==> src/rtl/common_pkg.sv <==
// rtl/common_pkg.sv - shared scalar/word typedefs
package common;
    typedef logic        u1;
    typedef logic [63:0] u64;
endpackage

==> src/rtl/pipes_pkg.sv <==
// rtl/pipes_pkg.sv - pipeline payload types and the writeback bubble constant
package pipes;
    import common::*;

    typedef enum logic [2:0] {
        OP_ALU   = 3'd0,
        OP_LOAD  = 3'd1,
        OP_STORE = 3'd2,
        OP_JUMP  = 3'd3,
        OP_CSR   = 3'd4,
        FLUSH    = 3'd7
    } op_t;

    typedef struct packed {
        u64         pc;
        op_t        op;
        logic [4:0] dst;
        u1          regwrite;
        u64         wdata;
    } writeback_data_t;

    localparam writeback_data_t WB_BUBBLE = '{pc: 64'd0, op: FLUSH, dst: 5'd0,
                                              regwrite: 1'b0, wdata: 64'd0};
endpackage

==> src/rtl/skid_slot.sv <==
// rtl/skid_slot.sv - one valid+data holding register with load/clear
module skid_slot
    import pipes::*;
(
    input  logic            clk,
    input  logic            reset_n,
    input  logic            load,
    input  logic            clear,
    input  writeback_data_t d,
    output logic            valid,
    output writeback_data_t q
);
    // clear wins over load so a squash can never be undone by a same-cycle fill
    always_ff @(posedge clk or negedge reset_n) begin
        if (!reset_n) begin
            valid <= 1'b0;
            q     <= WB_BUBBLE;
        end else if (clear) begin
            valid <= 1'b0;
        end else if (load) begin
            valid <= 1'b1;
            q     <= d;
        end
    end
endmodule

==> src/rtl/memwb_skid_reg.sv <==
// rtl/memwb_skid_reg.sv - MEM->WB register with 2-entry skid, regfile port and instret
module memwb_skid_reg
    import common::*;
    import pipes::*;
#(
    parameter int INSTRET_W = 64
) (
    input  logic                 clk,
    input  logic                 reset_n,
    input  writeback_data_t      dataM,
    input  logic                 m_valid,
    output logic                 m_ready,
    input  logic                 wb_stall,
    input  logic                 flush,
    output writeback_data_t      dataW,
    output logic                 rf_wen,
    output logic [4:0]           rf_waddr,
    output logic [63:0]          rf_wdata,
    output logic [INSTRET_W-1:0] instret
);
    logic            head_valid, skid_valid;
    writeback_data_t head_q, skid_q, head_d;
    logic            head_load, head_clear, skid_load, skid_clear;
    logic            in_valid, accept, retire;

    // m_ready derives only from the skid register, never from wb_stall
    assign m_ready  = !skid_valid;
    assign in_valid = m_valid && (dataM.op != FLUSH);
    assign accept   = in_valid && m_ready && !flush;
    assign retire   = head_valid && !wb_stall && !flush;

    assign head_d     = skid_valid ? skid_q : dataM;
    assign head_load  = !flush && ((retire && (skid_valid || accept)) || (!head_valid && accept));
    assign head_clear = flush || (retire && !skid_valid && !accept);
    // accept implies an empty skid, so on retire the skid always drains into head
    assign skid_load  = !flush && !retire && head_valid && accept;
    assign skid_clear = flush || retire;

    skid_slot u_head (
        .clk     (clk),
        .reset_n (reset_n),
        .load    (head_load),
        .clear   (head_clear),
        .d       (head_d),
        .valid   (head_valid),
        .q       (head_q)
    );

    skid_slot u_skid (
        .clk     (clk),
        .reset_n (reset_n),
        .load    (skid_load),
        .clear   (skid_clear),
        .d       (dataM),
        .valid   (skid_valid),
        .q       (skid_q)
    );

    assign dataW    = head_valid ? head_q : WB_BUBBLE;
    assign rf_wen   = retire && head_q.regwrite && (head_q.dst != 5'd0);
    assign rf_waddr = dataW.dst;
    assign rf_wdata = dataW.wdata;

    always_ff @(posedge clk or negedge reset_n) begin
        if (!reset_n) begin
            instret <= '0;
        end else if (retire) begin
            instret <= instret + INSTRET_W'(1);
        end
    end
endmodule

==> config.mk <==
export PLATFORM = sky130hd
export DESIGN_NAME = memwb_skid_reg
export DESIGN_NICKNAME = d
export VERILOG_FILES = /design/src/rtl/common_pkg.sv /design/src/rtl/pipes_pkg.sv /design/src/rtl/skid_slot.sv /design/src/rtl/memwb_skid_reg.sv
export SDC_FILE = /design/constraint.sdc
export NUM_CORES = 1
export LEC_CHECK = 0
export ABC_AREA = 1
export CAP_MARGIN = 20
export CELL_PAD_IN_SITES_DETAIL_PLACEMENT = 0
export CELL_PAD_IN_SITES_GLOBAL_PLACEMENT = 1
export CORE_MARGIN = 5
export CORE_UTILIZATION = 39
export CTS_CLUSTER_DIAMETER = 40
export CTS_CLUSTER_SIZE = 10
export DETAILED_ROUTE_END_ITERATION = 10
export PLACE_DENSITY = 0.93
export SETUP_SLACK_MARGIN = 0.1
export SLEW_MARGIN = 20
export SYNTH_ARGS = -nofsm -noshare
export SYNTH_HDL_FRONTEND = slang
export SYNTH_SLANG_ARGS = --single-unit
==> constraint.sdc <==
create_clock -name clk -period 2.3 [get_ports clk]
set_clock_uncertainty 0.05 [all_clocks]
set_input_delay 0.345 -clock clk [delete_from_list [all_inputs] [get_ports clk]]
set_output_delay 0.345 -clock clk [all_outputs]
set_load 0.01 [all_outputs]
* Word level (Yosys, flattened, before mapping)
Index checks and enable logic that the tools add are counted.
** Storage, ports and cells
- Flip-flop bits (word level) :: 340
- Input port bits :: 142
- Output and inout port bits :: 272
- Logic and storage cells :: 53
** Operators by class
- Add/subtract/negate cells :: 1
- Eq/ne operators :: 1
- Mux-type cells :: 6
- Bitwise gates (word level) :: 2
- Reduce and logical (&&, ||, !) cells :: 30
** Operators with widths (count)
- 2-to-1 mux 137 bit :: 2
- adder 64 x 1 -> 64 bit (second input constant) :: 1
- logical AND 1 bit :: 15
- zero test 1 bit :: 6
- nonzero test 5 bit :: 1
- logical OR 1 bit :: 4
- 2-to-1 mux 1 bit :: 4
- AND reduction 2 bit :: 2
- nonzero test 2 bit :: 2
- != test 3 bit (second input constant) :: 1
- NOT 1 bit :: 2

* Logic depth before layout (Yosys ltp)
- Depth after elaboration :: 10
- Gate-level depth with buffers :: 10
- Gate-level depth less buffers :: 10

* Hierarchy
From an unflattened synthesis, not the netlist that was laid out.
** Second synthesis, totals
- Cells, all modules :: 2546
- Area total of the unflattened synthesis :: 18001.0 um2
** Modules (own cells, without submodules)
- skid_slot :: times used 2, cells each 598, area an instance 5421.4 um2, sequential area each 3457.1 um2
- memwb_skid_reg :: times used 1, cells each 1350, area an instance 7158.1 um2, sequential area each 1601.5 um2

* Worst setup path after synthesis
No wires, ideal clock.
- Path kind :: register to output
- Start :: register u_head.valid
- End :: output rf_waddr[0]
- Arrival time :: 1.290 ns
- Data required time :: 1.905 ns
- Slack :: 0.615 ns
- Stages on the path, launching flop included :: 7
- Path buffers :: 4
- Cells stage by stage :: dfrtp_1 buf_4 clkbuf_1 clkbuf_1 nand2_1 inv_1 buf_4
** RTL lines
- start, declared :: RTL line skid_slot.sv:10 : output logic valid,
- start signal, assigned :: RTL line skid_slot.sv:16 : valid <= 1'b0;
- start signal, assigned :: RTL line skid_slot.sv:19 : valid <= 1'b0;
- start signal, assigned :: RTL line skid_slot.sv:21 : valid <= 1'b1;
- end, declared :: RTL line memwb_skid_reg.sv:17 : output logic [4:0] rf_waddr,

* Worst setup path after layout
- Start :: register u_head.valid
- End :: register u_head.q[33] (netlist name)
** On the way
- Longest elaborated chain between the ends :: 7
- Elaborated cells between the ends (all ways) :: 12
- Classes of those cells :: 1 x bitwise; 11 x reduce/logical
** RTL lines
- logical AND 1 bit (2 in a row) :: RTL line memwb_skid_reg.sv:30 : assign retire = head_valid && !wb_stall && !flush;
- logical AND 1 bit (2 in a row) :: RTL line memwb_skid_reg.sv:34 : assign head_clear = flush || (retire && !skid_valid && !accept);
- logical OR 1 bit :: RTL line memwb_skid_reg.sv:34
- NOT 1 bit (no line)
- AND reduction 2 bit (no line) (*)
- end signal, assigned :: RTL line skid_slot.sv:17 : q <= WB_BUBBLE;
- end signal, assigned :: RTL line skid_slot.sv:22 : q <= d;
- end, declared :: RTL line skid_slot.sv:11 : output writeback_data_t q
Mark *: on every way between the ends. The rest lies on a longest branch, timed or not.
A chain may end at the register's enable or synchronous reset.

==> out/results.ini <==
[die]
core-area_um2=43100
die_h_um=219
pin_count=414
num_rows=76
start_util_pct=39.4
die_w_um=219
die_area_um2=47800

[synth]
synth.most_common_cell=nand2_1
ys_types=32
synth_common_cells=nand2_1, dfrtp_1, inv_1
synth_seq_area_share_pct=50.2
synthArstFlopShare_pct=100
ys_ff_latch=340
syn-instance-count=2205
synthesis.nets=2348
netlist_top_cells_area=dfrtp_1, nand2_1, inv_1
synth-main-ff-cell=dfrtp_1
synth_top_area_share_pct=49.3
netlist_area_um2=17000
ys_warn_count=0
yosys.area.top_type=dfrtp_1
synth-edff-count=0
synth_area_per_cell_um2=7.69

[timing]
worstMarginPinSlew_ps=952
finalCritPeriodShare_pct=94.8
maxSlewViolCount=0
rsz0062_at_grt=true
timing.final.ws_setup_ps=120
setup_viol=0
finalCriticalPeriod_ps=2180
max_freq_mhz=459
slew_headroom_pct=36.5
hold_viol_final=0
hold-worst-slack_ps=279

[global_route]
grt_overflow=0
grt_max_degree=142
grtUsageTotal_pct=21.6
antenna_found_initial=8
grt_pass1_vias=15300
grt_pass1_wl_um=83100

[cts]
cts-root-buf=clkbuf_16
clock_path_buffers=3
cts_inserted_buffers=55
cts_tree=built
clk_latency_ps=580
path_clk_slew_ps=50
cts_sinks=340
cts-htree-levels=2

[power_and_ir_drop]
leakagePower_nw=12.1
vdd_drop_max_uv=570
p_total_w=0.0224
powerDensity_nw_per_um2=948

[route]
drt-vias-per-instance=4.89
totalWireLength_um=55200
drtIter0Drc=1159
drtPass1Iterations=6
wl_per_cell_um=17.2
antenna_left=0
route.detailed.drc=0
vias=15700

[critical_path]
reg2reg_slack_ps=120
worstSetupPathType=flop to flop
crit_fanout=28
end_kind=flop
arrival_ps=2630
cp-start-kind=flop
crit_required_ps=2750

[layout]
fin_util_pct=54.8
area_growth_pct=39.2
layout-drive-gt1-share_pct=18.4
fin_nets=2725
finalNonFillerCells=3219

[placement]
dp_cells=3079
place.gp.congestion=0.948
pre_cts_slack_ps=-172
numPortBuffers=413
post-dp-hpwl_um=37000

[worst_hold_path]
hp-class=input port to asynchronous set/reset pin

[flow_run]
drv_cap=0

[status]
status=complete, no violations

layer usage:
metal  global-route usage [%]  vias to the layer above  share of wire (%)
met2                     35.5                      598                 48
met3                     4.71                      107                7.5
met5                        0                        -              0.024
li1                         -                     7545                  -
met1                     27.8                     7495                 41
met4                     8.65                        2                3.3
cells by family (layout without fill, tap and decap cells):
kind of cell               count (synthesis)  count (layout)  synth area share, %
AOI/OAI and AO/OA                        286             286                 9.53
xor gates and xnor gates                  41              41                 2.12
adders and majority gates                  1               1               0.0737
buffers and inverters                    508             929                 13.6
DFF                                      340             340                 50.2
other                                      0               7                    0
and+or+nand+nor                         1029            1030                 24.4
area by class of cell:
type | instances | area, um2
fillers | 3900 | 19500
flip-flops and latches | 340 | 8520
multi-input cells | 1358 | 6400
repair buffers | 495 | 4780
clock buffers | 74 | 1560
inverters | 332 | 1260
well taps | 585 | 732
clock inverters | 28 | 347
diodes | 7 | 17.5
flip-flops by register name, summed over array words and instances, names as in the netlist:
signal and cells:
u_head.q 137, u_skid.q 137, instret 64, u_head.valid 1, u_skid.valid 1
layout by cell type, fill, tap and decap left out, types with 16 or more instances in the layout:
cell               n
o21ai_0           24
buf_2             99
nand2_1          665
nand4_1           24
xnor2_1           21
buf_12            20
clkdlybuf4s50_1  204
buf_4             42
buf_6             36
nand2_4           26
nand2_2           16
clkbuf_2          33
xor2_1            20
dfrtp_1          332
inv_1            298
inv_2             28
clkbuf_16         63
clkdlybuf4s15_2   31
a31oi_1          131
nor2_1           216
nand3_1           37
o21ai_1          123
per-stage QoR:
step	instance area, um2	TNS, ps
after floorplan	17000	0
after global placement	21400	-874
after detailed placement	21400	-4130
after CTS	23400	0
after global routing	23600	0
final	23600	0
critical path, cell delays in order, from the launching register on:
cell       delay, ps
dfrtp_4          510
buf_12           160
buf_12           140
buf_16           140
buf_4            160
inv_2             80
nand2_4           90
nand2_8          150
buf_12           170
clkbuf_16        210
nor2_1            50
a31oi_1          130
repair_timing:
item / CTS / global route
cloned: 6 / 9
setup endpoints to repair: 208 / 250
endpoints found under the hold margin: 53 / 0
pin swaps: 1 / 1
buffers inserted: 10 / 6
gates resized for setup: 785 / 128
hold buffers: 1 / 0
power breakdown:
part / switching (W) / internal (W)
clock: 0.00298 / 0.00544
combinational: 0.00277 / 0.00240
sequential: 0.00106 / 0.00774
total: 0.00681 / 0.0156
path summary, 6_finish.rpt:
check / startpoint / end / cells past startpoint
setup / recovery: u_head.valid$_DFFE_PN0P_ / u_head.q[33]$_DFFE_PN0P_ / 11
hold / removal: reset_n / u_head.q[33]$_DFFE_PN0P_ / 2
setup reg to reg: u_head.valid$_DFFE_PN0P_ / u_head.q[33]$_DFFE_PN0P_ / 11
hold reg to reg: u_skid.q[71]$_DFFE_PN1P_ / u_skid.q[71]$_DFFE_PN1P_ / 2
max in group asynchronous: reset_n / instret[53]$_DFFE_PN0N_ / 3
min in group clk: dataM[76] / u_skid.q[76]$_DFFE_PN0P_ / 3
Power figures use the tool's default switching activity.
